### src/rtl/ecc_apb_sequencer.sv
// ecc_apb_sequencer: APB master that programs one ecc_enc_dec per request and returns its result.
//   Request side : req_valid/req_ready handshake carrying ctrl, data, codeword width and noise.
//   Response side: rsp_valid/rsp_ready handshake carrying data_out, num_of_errors and a timeout flag.
//   APB side     : psel/penable/pwrite/paddr/pwdata (write-only, no pready), plus operation_done,
//                  data_out and num_of_errors from the ecc_enc_dec instance.
//   clk rising edge, rst asynchronous active-low.
module ecc_apb_sequencer #(
  parameter int DATA_WIDTH      = 32,
  parameter int AMBA_WORD       = 32,
  parameter int AMBA_ADDR_WIDTH = 32,
  parameter int TIMEOUT_CYCLES  = 1024
) (
  input  logic                       clk,
  input  logic                       rst,
  input  logic                       req_valid,
  output logic                       req_ready,
  input  logic [1:0]                 req_ctrl,
  input  logic [DATA_WIDTH-1:0]      req_data,
  input  logic [1:0]                 req_width,
  input  logic [DATA_WIDTH-1:0]      req_noise,
  output logic                       rsp_valid,
  input  logic                       rsp_ready,
  output logic [DATA_WIDTH-1:0]      rsp_data,
  output logic [1:0]                 rsp_num_err,
  output logic                       rsp_timeout,
  output logic                       psel,
  output logic                       penable,
  output logic                       pwrite,
  output logic [AMBA_ADDR_WIDTH-1:0] paddr,
  output logic [AMBA_WORD-1:0]       pwdata,
  input  logic                       operation_done,
  input  logic [DATA_WIDTH-1:0]      data_out,
  input  logic [1:0]                 num_of_errors
);
  localparam int CW = $clog2(TIMEOUT_CYCLES);
  typedef enum logic [2:0] {IDLE, SETUP, ACCESS, WAIT_DONE, RESP} state_t;
  state_t                r_state;
  logic [1:0]            r_idx;
  logic [1:0]            r_ctrl;
  logic [1:0]            r_width;
  logic [DATA_WIDTH-1:0] r_noise;
  logic [CW-1:0]         r_cnt;
  logic [1:0]                 w_nidx;
  logic [AMBA_ADDR_WIDTH-1:0] w_naddr;
  logic [AMBA_WORD-1:0]       w_nwdata;
  // Address/data of the next transfer; write order is DATA_IN, CODEWORD_WIDTH, NOISE, CTRL.
  // DATA_IN (index 0) is loaded straight from the request at accept, so r_data is never needed.
  assign w_nidx = r_idx + 2'd1;
  always_comb begin
    w_naddr  = AMBA_ADDR_WIDTH'(w_nidx == 2'd1 ? 8 : w_nidx == 2'd2 ? 12 : 0);
    w_nwdata = w_nidx == 2'd1 ? AMBA_WORD'(r_width) :
               w_nidx == 2'd2 ? AMBA_WORD'(r_noise) : AMBA_WORD'(r_ctrl);
  end
  always_ff @(posedge clk or negedge rst) begin
    if (!rst) begin
      r_state     <= IDLE;
      r_idx       <= '0;
      r_ctrl      <= '0;
      r_width     <= '0;
      r_noise     <= '0;
      r_cnt       <= '0;
      req_ready   <= 1'b1;
      rsp_valid   <= 1'b0;
      rsp_data    <= '0;
      rsp_num_err <= '0;
      rsp_timeout <= 1'b0;
      psel        <= 1'b0;
      penable     <= 1'b0;
      pwrite      <= 1'b0;
      paddr       <= '0;
      pwdata      <= '0;
    end else begin
      case (r_state)
        IDLE: if (req_valid && req_ready) begin
          r_ctrl    <= req_ctrl;
          r_width   <= req_width;
          r_noise   <= req_noise;
          r_idx     <= '0;
          req_ready <= 1'b0;
          psel      <= 1'b1;
          pwrite    <= 1'b1;
          paddr     <= AMBA_ADDR_WIDTH'(4);
          pwdata    <= AMBA_WORD'(req_data);
          r_state   <= SETUP;
        end
        SETUP: begin
          penable <= 1'b1;
          r_state <= ACCESS;
        end
        ACCESS: begin
          penable <= 1'b0;
          if (r_idx != 2'd3) begin
            r_idx   <= w_nidx;
            paddr   <= w_naddr;
            pwdata  <= w_nwdata;
            r_state <= SETUP;
          end else begin
            psel    <= 1'b0;
            pwrite  <= 1'b0;
            paddr   <= '0;
            pwdata  <= '0;
            r_cnt   <= '0;
            r_state <= WAIT_DONE;
          end
        end
        WAIT_DONE: if (operation_done) begin
          rsp_data    <= data_out;
          rsp_num_err <= num_of_errors;
          rsp_timeout <= 1'b0;
          rsp_valid   <= 1'b1;
          r_state     <= RESP;
        end else if (r_cnt == CW'(TIMEOUT_CYCLES - 1)) begin
          rsp_data    <= '0;
          rsp_num_err <= '0;
          rsp_timeout <= 1'b1;
          rsp_valid   <= 1'b1;
          r_state     <= RESP;
        end else begin
          r_cnt <= r_cnt + 1'b1;
        end
        RESP: if (rsp_ready) begin
          rsp_valid <= 1'b0;
          r_cnt     <= '0;
          req_ready <= 1'b1;
          r_state   <= IDLE;
        end
        default: r_state <= IDLE;
      endcase
    end
  end
endmodule

### config.mk
export PLATFORM = sky130hd
export DESIGN_NAME = ecc_apb_sequencer
export DESIGN_NICKNAME = d
export VERILOG_FILES = /design/src/rtl/ecc_apb_sequencer.sv
export SDC_FILE = /design/constraint.sdc
export NUM_CORES = 1
export LEC_CHECK = 0
export ABC_AREA = 1
export ABC_CLOCK_PERIOD_IN_PS = 1800
export CAP_MARGIN = 20
export CORE_MARGIN = 2
export CORE_UTILIZATION = 44
export CTS_BUF_LIST = sky130_fd_sc_hd__clkbuf_16
export DETAILED_ROUTE_END_ITERATION = 8
export GPL_TIMING_DRIVEN = 1
export HOLD_SLACK_MARGIN = 0.08
export PLACE_DENSITY = 0.82
export REMOVE_ABC_BUFFERS = 1
export SETUP_SLACK_MARGIN = 0.3
export SKIP_LAST_GASP = 1
export SYNTH_ARGS = -nofsm -noshare
export SYNTH_HDL_FRONTEND = slang
export SYNTH_SLANG_ARGS = --single-unit
### constraint.sdc
create_clock -name clk -period 1.8 [get_ports clk]
set_clock_uncertainty 0.2 [all_clocks]
set_input_delay 0.36 -clock clk [delete_from_list [all_inputs] [get_ports clk]]
set_output_delay 0.36 -clock clk [all_outputs]
set_load 0.005 [all_outputs]
Word-level counts from Yosys, hierarchy flattened
Index checks and enable logic that the tools add are counted.
{"block": "op_classes", "n_addsub": 2, "n_eq_ne": 15, "mux": 40, "reduce_logical": 17}
{"cell": "$mux 32", "count": 7}
{"cell": "$pmux 32 s2", "count": 2}
{"cell": "$mux 10", "count": 4}
{"cell": "$pmux 10 s3", "count": 1}
{"cell": "$pmux 3 s5", "count": 1}
{"cell": "$reduce_and 3->1", "count": 5}
{"cell": "$ne 2x2->1 const B", "count": 7}
{"cell": "$mux 3", "count": 4}
{"cell": "$mux 4", "count": 3}
{"cell": "$add 10x1->10 const B", "count": 1}
{"cell": "$eq 10x10->1 const B", "count": 1}
{"cell": "$mux 2", "count": 5}
{"cell": "$reduce_bool 2->1", "count": 5}
{"cell": "$mux 1", "count": 8}
{"cell": "$pmux 1 s2", "count": 4}
{"cell": "$eq 3x2->1 const B", "count": 2}
{"cell": "$reduce_and 2->1", "count": 3}
{"cell": "$reduce_and 5->1", "count": 1}
{"cell": "$pmux 2 s2", "count": 1}
{"cell": "$eq 3x1->1 const B", "count": 1}
{"cell": "$eq 3x3->1 const B", "count": 1}
{"cell": "$logic_not 3->1", "count": 1}
{"cell": "$ne 3x3->1 const B", "count": 1}
{"cell": "$reduce_bool 3->1", "count": 1}
{"cell": "4 further kinds", "count": 4}
{"block": "totals", "register_bits": 154, "in_bits": 107, "output_inout_bits": 104, "wordCells": 89}

Depth between registers and ports, before layout
Gate-level depths: netlist of run 1.
{"block": "depth", "word_depth": 6, "mapped_depth": 9, "mapped_depth_nobuf": 9}

Worst setup path after synthesis of run 1
No wires, ideal clock.
{"block": "synth_path", "path_type": "reg-to-reg", "from": "register r_idx[0]", "to": "register pwdata[10]", "setup_ps": 77, "arrival_time_ps": 1400, "required_time_ps": 1523, "setup_slack_ps": 123, "stages_incl_launch_ff": 7, "n_path_buf": 1, "period_less_slack_ps": 1677, "cell_sequence": "dfrtp_1 > inv_1 > ha_1 > nor2_1 > clkbuf_1 > nand3_1 > a21oi_1"}
{"block": "synth_via", "elab_chain_cells": 6, "word_cells_on_any_way": 8, "cone_classes": "add/sub: 1; eq/ne: 3; mux: 4"}
{"element": "start: declaration", "line": "38", "text": "logic [1:0] r_idx;"}
{"element": "start signal: assignment", "line": "93", "text": "r_idx <= w_nidx;"}
{"element": "$add 2x1->2", "line": "48", "text": "assign w_nidx = r_idx + 2'd1;"}
{"element": "$eq 2x2->1", "line": "52", "text": "w_nidx == 2'd2 ? AMBA_WORD'(r_noise) : AMBA_WORD'(r_ctrl);"}
{"element": "$mux 32", "line": "52"}
{"element": "$mux 32", "line": "51", "text": "w_nwdata = w_nidx == 2'd1 ? AMBA_WORD'(r_width) :"}
{"element": "$mux 32 (*)", "line": "92", "text": "if (r_idx != 2'd3) begin"}
{"element": "$pmux 32 s2 (*)", "line": "73", "text": "case (r_state)"}
{"element": "end signal: assignment", "line": "83", "text": "pwdata <= AMBA_WORD'(req_data);"}
{"element": "end signal: assignment", "line": "95", "text": "pwdata <= w_nwdata;"}
{"element": "end: declaration", "line": "30", "text": "output logic [AMBA_WORD-1:0] pwdata,"}
Mark *: on every way between the ends. The rest lies on a longest branch, timed or not.
A chain may end at the register's enable or synchronous reset.

Worst setup path in the final report of run 1
{"block": "layout_path", "from": "register r_idx[1]", "to": "register pwdata[12]"}
Same word-level chain as after synthesis.

==> results.md, run 1 <==
* Asr flop ratio synth at between 90% and 100%
* Final Hold Fails at 0
* Post-synth EDFFs at 0
* Synth cell types at 26
* CP Max Fanout at 7
* Leading area contributor after synthesis: dfrtp_1
* Worst Path Buf+Inv at 5
* GRT overflow at 0
* Clk_lat worst skew at 0.44 ns
* CP startpoint kind: register
* Unrepaired setup endpoints after global routing: yes
* Filler instances at 596
* Final ANT Viol Nets at 0
* Overall die height at around 120 um
* Lkg Pwr at 5.00 nW
* Drt total wl at between 20 and 30 mm
* Die Area at roughly 14000 um2
* Synth Flop Type: dfrtp_1
* Detailed Route Iter0 Violations at 869
* Internal power at about 11 mW
* Post-DR vias/cell at roughly 5.8
* Diode count at 0
* Nets at 1106
* Aggregate global-route resource usage at about 30%
* Area contributors post-synth: dfrtp_1 (55%), nand2_1 (18%), nand3_1 (4.2%)
* Io pins at around 210
* Synth Cell Area at 5590 um2
* Slew Viols, Final at 0
* Worst-case clock buffer depth at 2
* WP data required at between 1.5 and 2 ns
* Sw Ratio at 39.8%
* Yosys top cell area share at around 55%
* Period utilisation layout at 106%
* CTS buffer count at 17
* Yosys Warn Count at 0
* Met2 WL post-DR at roughly 13 mm
* Row Count at 41
* CP cell instances: inv_2 > ha_4 > inv_2 > nor2_4 > buf_12 > buf_12 > buf_16 > nand3_2 > a21oi_2
* Largest net degree at the start of global routing at 38
* H-tree depth at 4
* WL/cell at ~23 um
* Die width at roughly 120 um
* Finished Layout Cells at 1179
* Final GP Congestion at 0.817
* Status: finished, violations left
* Vias in the first global route at around 5800
* CP max stage cell: dfrtp_1
* Flip-flop and latch area at a little over 3000 um2
* Port Buf Inserts at 180
* Setup CP Type: reg2reg
* Pre-Repair DR Iteration Count at 7
* Most common cell in the netlist: nand2_1
* Power Dens Cells at about 1700 nW/um2
* Worst EP arrival at approximately 2.1 ns
* P_sw at slightly above 7 mW
* Effective utilization at floorplan at 44.6%
* Commonest cells in the synthesized netlist: nand2_1 (267), dfrtp_1 (123), nor2_1 (51)
* Critical Path End Type: register
* Share of post-route cells with drive strength above 1 at between 40% and 50%
* Placeable Area at about 13000 um2
* Min cycle time layout at about 1.9 ns
* Worst-path clk slew at 0.07 ns
* Area occupied by multi-input gates at ~3000 um2
* Final setup violation count at 21
* DP Wirelength at between 10 and 15 mm
* Fmax at about 530 MHz
* Peak supply drop at 1.13 mV
* First-pass GRT wire length at 30.4 mm
* CTS tree: built
* Placed Instances at slightly above 1000
* Final core occ at 83.5%
* HP Class: in2async
* P&R area growth vs syn at 87.0%
* Maxcap violations at 0
* Failing checks: setup timing
* Syn avg cell area at around 8.3 um2
* Setup ws final at -0.0996 ns
* CP max stage delay at roughly 0.46 ns
* Root buf cell: clkbuf_16
* Drt drc at 0
* Uppermost layer routed: met4
* DR WL met3 at around 2.7 mm
* Total number of vias at between 6000 and 7000
* Clock sink total at 124
* Initial antenna violation count at 0
* Post-Synthesis Cells at 673
* Routed metal-1 wire length at 9.63 mm
* Clock Power Share at 18.9%
* Top Family by Delay on Critical Path: buffers and inverters
* Share of total power in sequential cells at between 20% and 30%
* Sequential fraction of the synthesis area at 55.6%
* Gate power share at 52.8%
* Register bit total from synthesis at 124
per-stage QoR:
stage / area (um2) / setup TNS, ns / worst slack, ns / hold WS, ns / power, mW
global placement: 7730 / -8.94 / -0.180 / 0.109 / 9.99
global route: 10500 / -1.97 / -0.140 / 0.247 / 18.6
finish: 10500 / -0.704 / -0.0996 / 0.207 / 18.0
floorplan: 5310 / -27.43 / -0.541 / -0.136 / 6.88
CTS: 8940 / 0 / 0.114 / 0.215 / 14.5
detailed placement: 7730 / -10.42 / -0.204 / 0.115 / 10.2
metal layers:
layer | global-route usage, % | vias to the layer above
li1 | - | 2738
met1 | 36.7 | 3285
met2 | 47.9 | 601
met3 | 7.42 | 210
met4 | 18.5 | 0
met5 | 0 | -
final cells by class:
cell class | count | area share [%]
Sequential cell | 124 | 29.7
Clock inverter | 15 | 1.28
Multi-Input combinational cell | 493 | 28.8
Timing Repair Buffer | 332 | 32.8
Inverter | 26 | 1.32
Tap cell | 172 | 2.06
Clock buffer | 17 | 4.07
placed cells by master, fill, tap and decap left out, drive strengths merged, types with 2 or more instances in the layout:
cell	count
a21oi	39
buf	213
bufinv	2
clkbuf	30
clkdlybuf4s50	105
clkinv	10
clkinvlp	3
conb	30
dfrtp	123
ha	5
inv	26
nand2	270
nand3	48
nand4	2
nor2	53
o21ai	41
worst register-to-register path: stages (launching register included):
cell and delay, ns:
dfrtp_1 0.46, inv_2 0.15, ha_4 0.17, inv_2 0.05
nor2_4 0.15, buf_12 0.15, buf_12 0.12, buf_16 0.13
nand3_2 0.10, a21oi_2 0.16
power by group through the flow:
stage	Sequential [mW]	Clock (mW)	Combinational, mW
after global routing	5.16	3.51	9.92
after detailed placement	4.82	0	5.38
after CTS	4.79	3.29	6.39
after floorplan	4.80	0	2.08
final	5.12	3.40	9.51
after global placement	4.78	0	5.21
timing repair:
item,in CTS,in global routing
resized for setup,390,238
endpoints found under the hold margin,123,0
pin swaps,31,30
gates cloned,12,17
buffers inserted,42,49
setup endpoints to repair,194,197
hold buffers,1,0
flip-flops by register name, indices dropped and copies added (netlist names), 3 cells and up:
register	count
r_cnt	10
pwdata	32
rsp_data	32
r_state	3
r_noise	32
kinds of logic after synthesis:
group,share of synthesized area (%)
other,0.0671
buffers and inverters,8.60
DFF,55.6
AOI/OAI and AO/OA,7.59
xor gates and xnor gates,0.157
and+or+nand+nor,26.9
adders and majority gates,1.12
path summary, 6_finish.rpt:
path / from / endpoint / slack [ns] / cells past startpoint
worst max-delay path: r_idx[1]$_DFFE_PN0P_ / pwdata[12]$_DFFE_PN0P_ / -0.1 / 9
worst min register to register: r_noise[14]$_DFFE_PN0P_ / r_noise[14]$_DFFE_PN0P_ / 0.28 / 2
worst max register to register: r_idx[1]$_DFFE_PN0P_ / pwdata[12]$_DFFE_PN0P_ / -0.1 / 9
min in group clk: num_of_errors[0] / rsp_num_err[0]$_DFFE_PN0P_ / 0.27 / 3
max in group asynchronous: rst / rsp_data[2]$_DFFE_PN0P_ / 0.57 / 3
worst min-delay path: rst / pwdata[30]$_DFFE_PN0P_ / 0.21 / 2
No activity file was read; power rests on OpenSTA's default activity.
==> run 2, diff against run 1 <==
==> constraint.sdc (replaced) <==
create_clock -name clk -period 1.8 [get_ports clk]
set_clock_uncertainty 0.2 [all_clocks]
set_input_delay 0.54 -clock clk [delete_from_list [all_inputs] [get_ports clk]]
set_output_delay 0.54 -clock clk [all_outputs]
set_load 0.005 [all_outputs]
==> run 2 against run 1 <==
Utilization decreased by 1.2 points. Sequential power shrank 1%. Largest power group unchanged. Fmax increased by 3.1%. Hold slack better by 0.087 ns. The flow still finishes with violations (setup timing). Global-route usage down 0.21 points. Die area did not move. First-iteration DRC count is 31% lower. Wire length is 10% lower.
==> results.md, run 2 (same netlist as run 1, synthesis figures left out) <==
* Io pins at roughly 210
* Setup CP Type: reg2reg
* Lkg Pwr at between 4 and 5 nW
* CTS tree: built
* Unrepaired setup endpoints after global routing: yes
* Final Cell Area at just over 10000 um2
* Port Buf Inserts at 180
* WP data required at slightly below 2 ns
* WL/cell at ~21 um
* Critical Path End Type: register
* Overall die height at between 100 and 150 um
* CP max stage delay at about 0.47 ns
* Effective utilization at floorplan at ~45%
* Pre-Repair DR Iteration Count at 5
* Leading cell type in the layout, fill and taps excluded: nand2_1
* Slew Viols, Final at 0
* Routed metal-1 wire length at 8.58 mm
* Setup ws final at -0.0434 ns
* Drt drc at 0
* Final Hold Fails at 0
* Detailed Route Iter0 Violations at roughly 600
* Vias in the first global route at between 6000 and 7000
* Min cycle time layout at ~1.8 ns
* Share of post-route cells with drive strength above 1 at 46.5%
* Largest registers: pwdata x32, r_noise x32, rsp_data x32
* CP cell instances: nor2_4 > nand4_4 > buf_6 > nand2_8 > buf_12 > buf_16 > nor2_2 > a21oi_1
* DP Wirelength at between 10 and 15 mm
* Die width at between 100 and 150 um
* Diode count at 0
* Period utilisation layout at 102%
* Aggregate global-route resource usage at 29.8%
* Final ANT Viol Nets at 0
* Commonest cells after routing, fill and taps aside: nand2_1 (160), dfrtp_1 (121), clkdlybuf4s50_1 (104)
* Die Area at about 14000 um2
* CTS buffer count at 17
* Drt total wl at between 20 and 25 mm
* GRT overflow at 0
* Status: finished, violations left
* Worst-case clock buffer depth at 2
* Final core occ at 82.2%
* Nets at 1100
* Maxcap violations at 0
* Initial antenna violation count at 0
* Worst EP arrival at between 1.5 and 2 ns
* P&R area growth vs syn at 84.2%
* Uppermost layer routed: met4
* Fmax at about 540 MHz
* Row Count at 41
* Final setup violation count at 7
* First-pass GRT wire length at about 30 mm
* Worst Path Buf+Inv at 3
* Hold Slack at 0.294 ns
* Total number of vias at approximately 6500
* H-tree depth at 4
* CP Max Fanout at 8
* Worst-path clk slew at roughly 0.060 ns
* Top Family by Delay on Critical Path: simple AND/OR/NAND/NOR gates
* FF-to-FF setup slack at -0.04 ns
* Clock sink total at approximately 120
* Largest net degree at the start of global routing at 37
* Clk_lat worst skew at 0.42 ns
* CP max stage cell: dfrtp_2
* Peak supply drop at about 0.96 mV
* DR WL met3 at roughly 2 mm
* Final GP Congestion at 0.821
* HP Class: reg2reg
* Root buf cell: clkbuf_16
* Placeable Area at roughly 13000 um2
* Met2 WL post-DR at around 12 mm
* Post-DP Area at a little under 8000 um2
* CP startpoint kind: register
* Failing checks: setup timing
* Power Dens Cells at ~1700 nW/um2
* Post-DR vias/cell at between 5 and 6
[run 2: cell types whose count changed in the layout (fill, tap and decap cells not counted), moves of 6 or more]
cell,before,now
clkbuf_16,30,19
nand2_2,64,71
nand3_2,15,9
nand3_1,28,35
nand2_1,178,160
buf_4,80,88
nand2_4,25,36
nor2_1,23,14
[run 2: worst paths after layout]
kind	start	depth (start not counted)	to
min in group asynchronous	rst	2	r_noise[16]$_DFFE_PN0P_
max in group asynchronous	rst	3	r_cnt[6]$_DFFE_PN0P_
setup / recovery	r_state[0]$_DFFE_PN0P_	8	pwdata[2]$_DFFE_PN0P_
hold reg to reg	r_noise[14]$_DFFE_PN0P_	2	r_noise[14]$_DFFE_PN0P_
hold / removal	r_noise[14]$_DFFE_PN0P_	2	r_noise[14]$_DFFE_PN0P_
setup reg to reg	r_state[0]$_DFFE_PN0P_	8	pwdata[2]$_DFFE_PN0P_
[run 2: power breakdown]
| part | internal [mW] | switching [mW] |
|---|---|---|
| registers | 4.09 | 0.965 |
| clock network | 1.98 | 1.26 |
| logic | 4.73 | 4.71 |
| total | 10.8 | 6.94 |
[run 2: layout make-up]
class,instances,area [um2]
clock buffers,17,425
clock inverters,15,115
fillers,622,2220
inverters,26,128
multi-input cells,493,3090
flip-flops and latches,124,3110
well taps,172,215
repair buffers,326,3220
[run 2: what timing repair did]
| item | CTS | global route |
|---|---|---|
| endpoints found under the setup margin | 193 | 196 |
| endpoints found under the hold margin | 17 | 0 |
| pin swaps | 20 | 45 |
| hold buffers | 1 | 0 |
| gates cloned | 16 | 2 |
| setup buffers | 42 | 49 |
| resized for setup | 428 | 227 |
[run 2: worst min-delay path, cell delays in order, from the launching register on]
cell	delay, ns
dfrtp_1	0.35
nand2_1	0.06
nand2_1	0.06
[run 2: per-layer routing]
metal / global-route usage, % / vias up
li1: - / 2729
met1: 34.1 / 3137
met3: 7.01 / 166
met4: 18.0 / 0
met2: 50.7 / 483
met5: 0 / -
[run 2: metrics by stage]
| stage | instances | power (mW) | setup TNS (ns) | worst slack, ns |
|---|---|---|---|---|
| detailed placement | 1031 | 10.2 | -32.55 | -0.411 |
| finish | 1173 | 17.7 | -0.132 | -0.0434 |
| global route | 1173 | 18.4 | -1.19 | -0.113 |
| floorplan | 642 | 6.88 | -27.43 | -0.541 |
| global placement | 1031 | 10.0 | -27.88 | -0.354 |
| CTS | 1122 | 14.5 | 0 | 0.000234 |
==> run 3, diff against run 2 <==
SETUP_SLACK_MARGIN = 0.2   (was 0.3)
==> run 3 against run 2 <==
The flow still finishes with violations (setup timing). Die area is the same. First-iteration DRC count grew 18%. Sequential share of layout area shrank 0.62 points. Sequential cell count is the same. Critical path depth shrank 2. Global-route usage grew 0.17 points. Utilization grew 1.7 points. Cell count grew 0.17%. Fmax shrank 5.1%. Clock power grew 2%. Combinational power grew 4.4%. Final area grew 2.1%.
==> results.md, run 3 (same netlist as run 1, synthesis figures left out) <==
* R2r endpoint: pwdata[31]$_DFFE_PN0P_
* Nets at approximately 1100
* DR WL met3 at between 2 and 2.5 mm
* Min cycle time layout at 1.94 ns
* Commonest cells after routing, fill and taps aside: nand2_1 (130), dfrtp_1 (121), clkdlybuf4s50_1 (105)
* Drt drc at 0
* Initial antenna violation count at 0
* Post-DR vias/cell at roughly 5.7
* Diode count at 0
* Power Dens Cells at 1740 nW/um2
* DP Wirelength at ~11 mm
* R2r startpoint: req_ready$_DFFE_PN1P_
* P_sw at roughly 7.4 mW
* Critical Path End Type: register
* Fmax at between 500 and 600 MHz
* WL/cell at 23.3 um
* Final ANT Viol Nets at 0
* Io pins at ~210
* Clock Power Share at 18.0%
* Internal power at about 11 mW
* Placed Instances at 1031
* Lkg Pwr at a little over 5 nW
* Routed metal-1 wire length at ~9.3 mm
* Worst EP arrival at about 2.1 ns
* Setup TNS at -0.675 ns
* Largest registers: pwdata x32, r_noise x32, rsp_data x32
* CP Max Fanout at 15
* Final Hold Fails at 0
* HP Class: reg2reg
* Peak supply drop at between 0.9 and 1 mV
* Gate power share at between 50% and 60%
* CTS buffer count at 17
* Pre-Repair DR Iteration Count at 5
* Share of total power in sequential cells at between 20% and 30%
* CP startpoint kind: input port
* Drt total wl at between 20 and 30 mm
* WP data required at roughly 1.9 ns
* Worst-path clk slew at 0.05 ns
* Met2 WL post-DR at roughly 13 mm
* Die Area at 13600 um2
* Critical Path End: pwdata[31]$_DFFE_PN0P_
* Worst-case clock buffer depth at 2
* Design Power at about 18 mW
* Leading cell type in the layout, fill and taps excluded: nand2_1
* Final setup violation count at 17
* Share of post-route cells with drive strength above 1 at 49.6%
* GRT overflow at 0
* Finished Layout Cells at ~1200
* Worst-case reg-to-reg path depth at 6
* Final core occ at a little over four fifths
* Overall die height at about 120 um
* H-tree depth at 4
* Setup CP Type: in2reg
* Effective utilization at floorplan at 44.6%
* P&R area growth vs syn at 88.1%
* Hold Slack at 0.288 ns
* Root buf cell: clkbuf_16
* Unrepaired setup endpoints after global routing: yes
* Uppermost layer routed: met4
* Setup ws final at -0.143 ns
* Critical path origin: req_valid
* Vias in the first global route at around 6000
* Row Count at 41
* CTS tree: built
* Period utilisation layout at 108%
* Placeable Area at between 10000 and 15000 um2
* Total number of vias at ~6700
* Detailed Route Iter0 Violations at ~710
* FF-to-FF setup slack at -0.14 ns
* Slew Viols, Final at 0
* Largest net degree at the start of global routing at 37
* Final GP Congestion at 0.821
* Sw Ratio at 40.5%
* Aggregate global-route resource usage at ~30%
* Clock sink total at 124
* Failing checks: setup timing
* Maxcap violations at 0
* Clk_lat worst skew at approximately 0.44 ns
* Status: finished, violations left
* First-pass GRT wire length at 30.6 mm
* Port Buf Inserts at 180
* Die width at 117 um
[run 3: cell count changes in the layout (fill, tap and decap cells not counted), sizes merged]
cell           change
buf                +2
dlymetal6s2s       -1
bufbuf             -1
clkbuf             +1
clkdlybuf4s50      +1
[run 3: layout make-up]
class / instances / area [um2]
Clock buffer: 17 / 425
Clock inverter: 15 / 115
Fill cell: 584 / 2010
Inverter: 26 / 128
Multi-Input combinational cell: 493 / 3270
Sequential cell: 124 / 3110
Tap cell: 172 / 215
Timing Repair Buffer: 328 / 3250
[run 3: worst max-delay path, stage by stage]
cell and delay [ns]:
clkdlybuf4s50_1 0.54, nand4_4 0.20, buf_6 0.21, buf_12 0.15, o21ai_0 0.32, a21oi_2 0.09
[run 3: through the flow]
stage | worst slack [ns] | area, um2
after CTS | 0.000234 | 9070
after global placement | -0.354 | 7760
after detailed placement | -0.411 | 7760
final | -0.143 | 10500
after floorplan | -0.541 | 5310
after global routing | -0.168 | 10500
[run 3: worst min path at each step]
stage	end	from	cells past startpoint
6_report	r_noise[14]$_DFFE_PN0P_	r_noise[14]$_DFFE_PN0P_	2
5_1_grt	r_noise[14]$_DFFE_PN0P_	r_noise[14]$_DFFE_PN0P_	2
3_5_place_dp	rsp_data[30]$_DFFE_PN0P_	rsp_data[30]$_DFFE_PN0P_	2
2_1_floorplan	paddr[2]$_DFFE_PN0P_	rst	0
4_1_cts	rsp_data[3]$_DFFE_PN0P_	rsp_data[3]$_DFFE_PN0P_	2
3_3_place_gp	rsp_data[5]$_DFFE_PN0P_	rsp_data[5]$_DFFE_PN0P_	2
[run 3: power by group through the flow]
stage,Clock [mW],Sequential [mW],Combinational [mW]
after CTS,3.19,4.82,6.51
after detailed placement,0,4.81,5.39
after floorplan,0,4.80,2.08
after global routing,3.39,5.22,10.3
final,3.29,5.16,9.86
after global placement,0,4.78,5.23
[run 3: timing repair]
action	CTS	global route
pin swaps	20	60
setup buffers	42	50
setup endpoints to repair	189	196
cloned	16	3
gates resized for setup	424	286
hold endpoints to repair	17	0
hold buffers	1	0
[run 3: routing by layer]
metal | global-route usage, % | vias up
li1 | - | 2726
met1 | 34.7 | 3227
met2 | 51.1 | 540
met3 | 7.06 | 217
met4 | 16.8 | 0
met5 | 0 | -
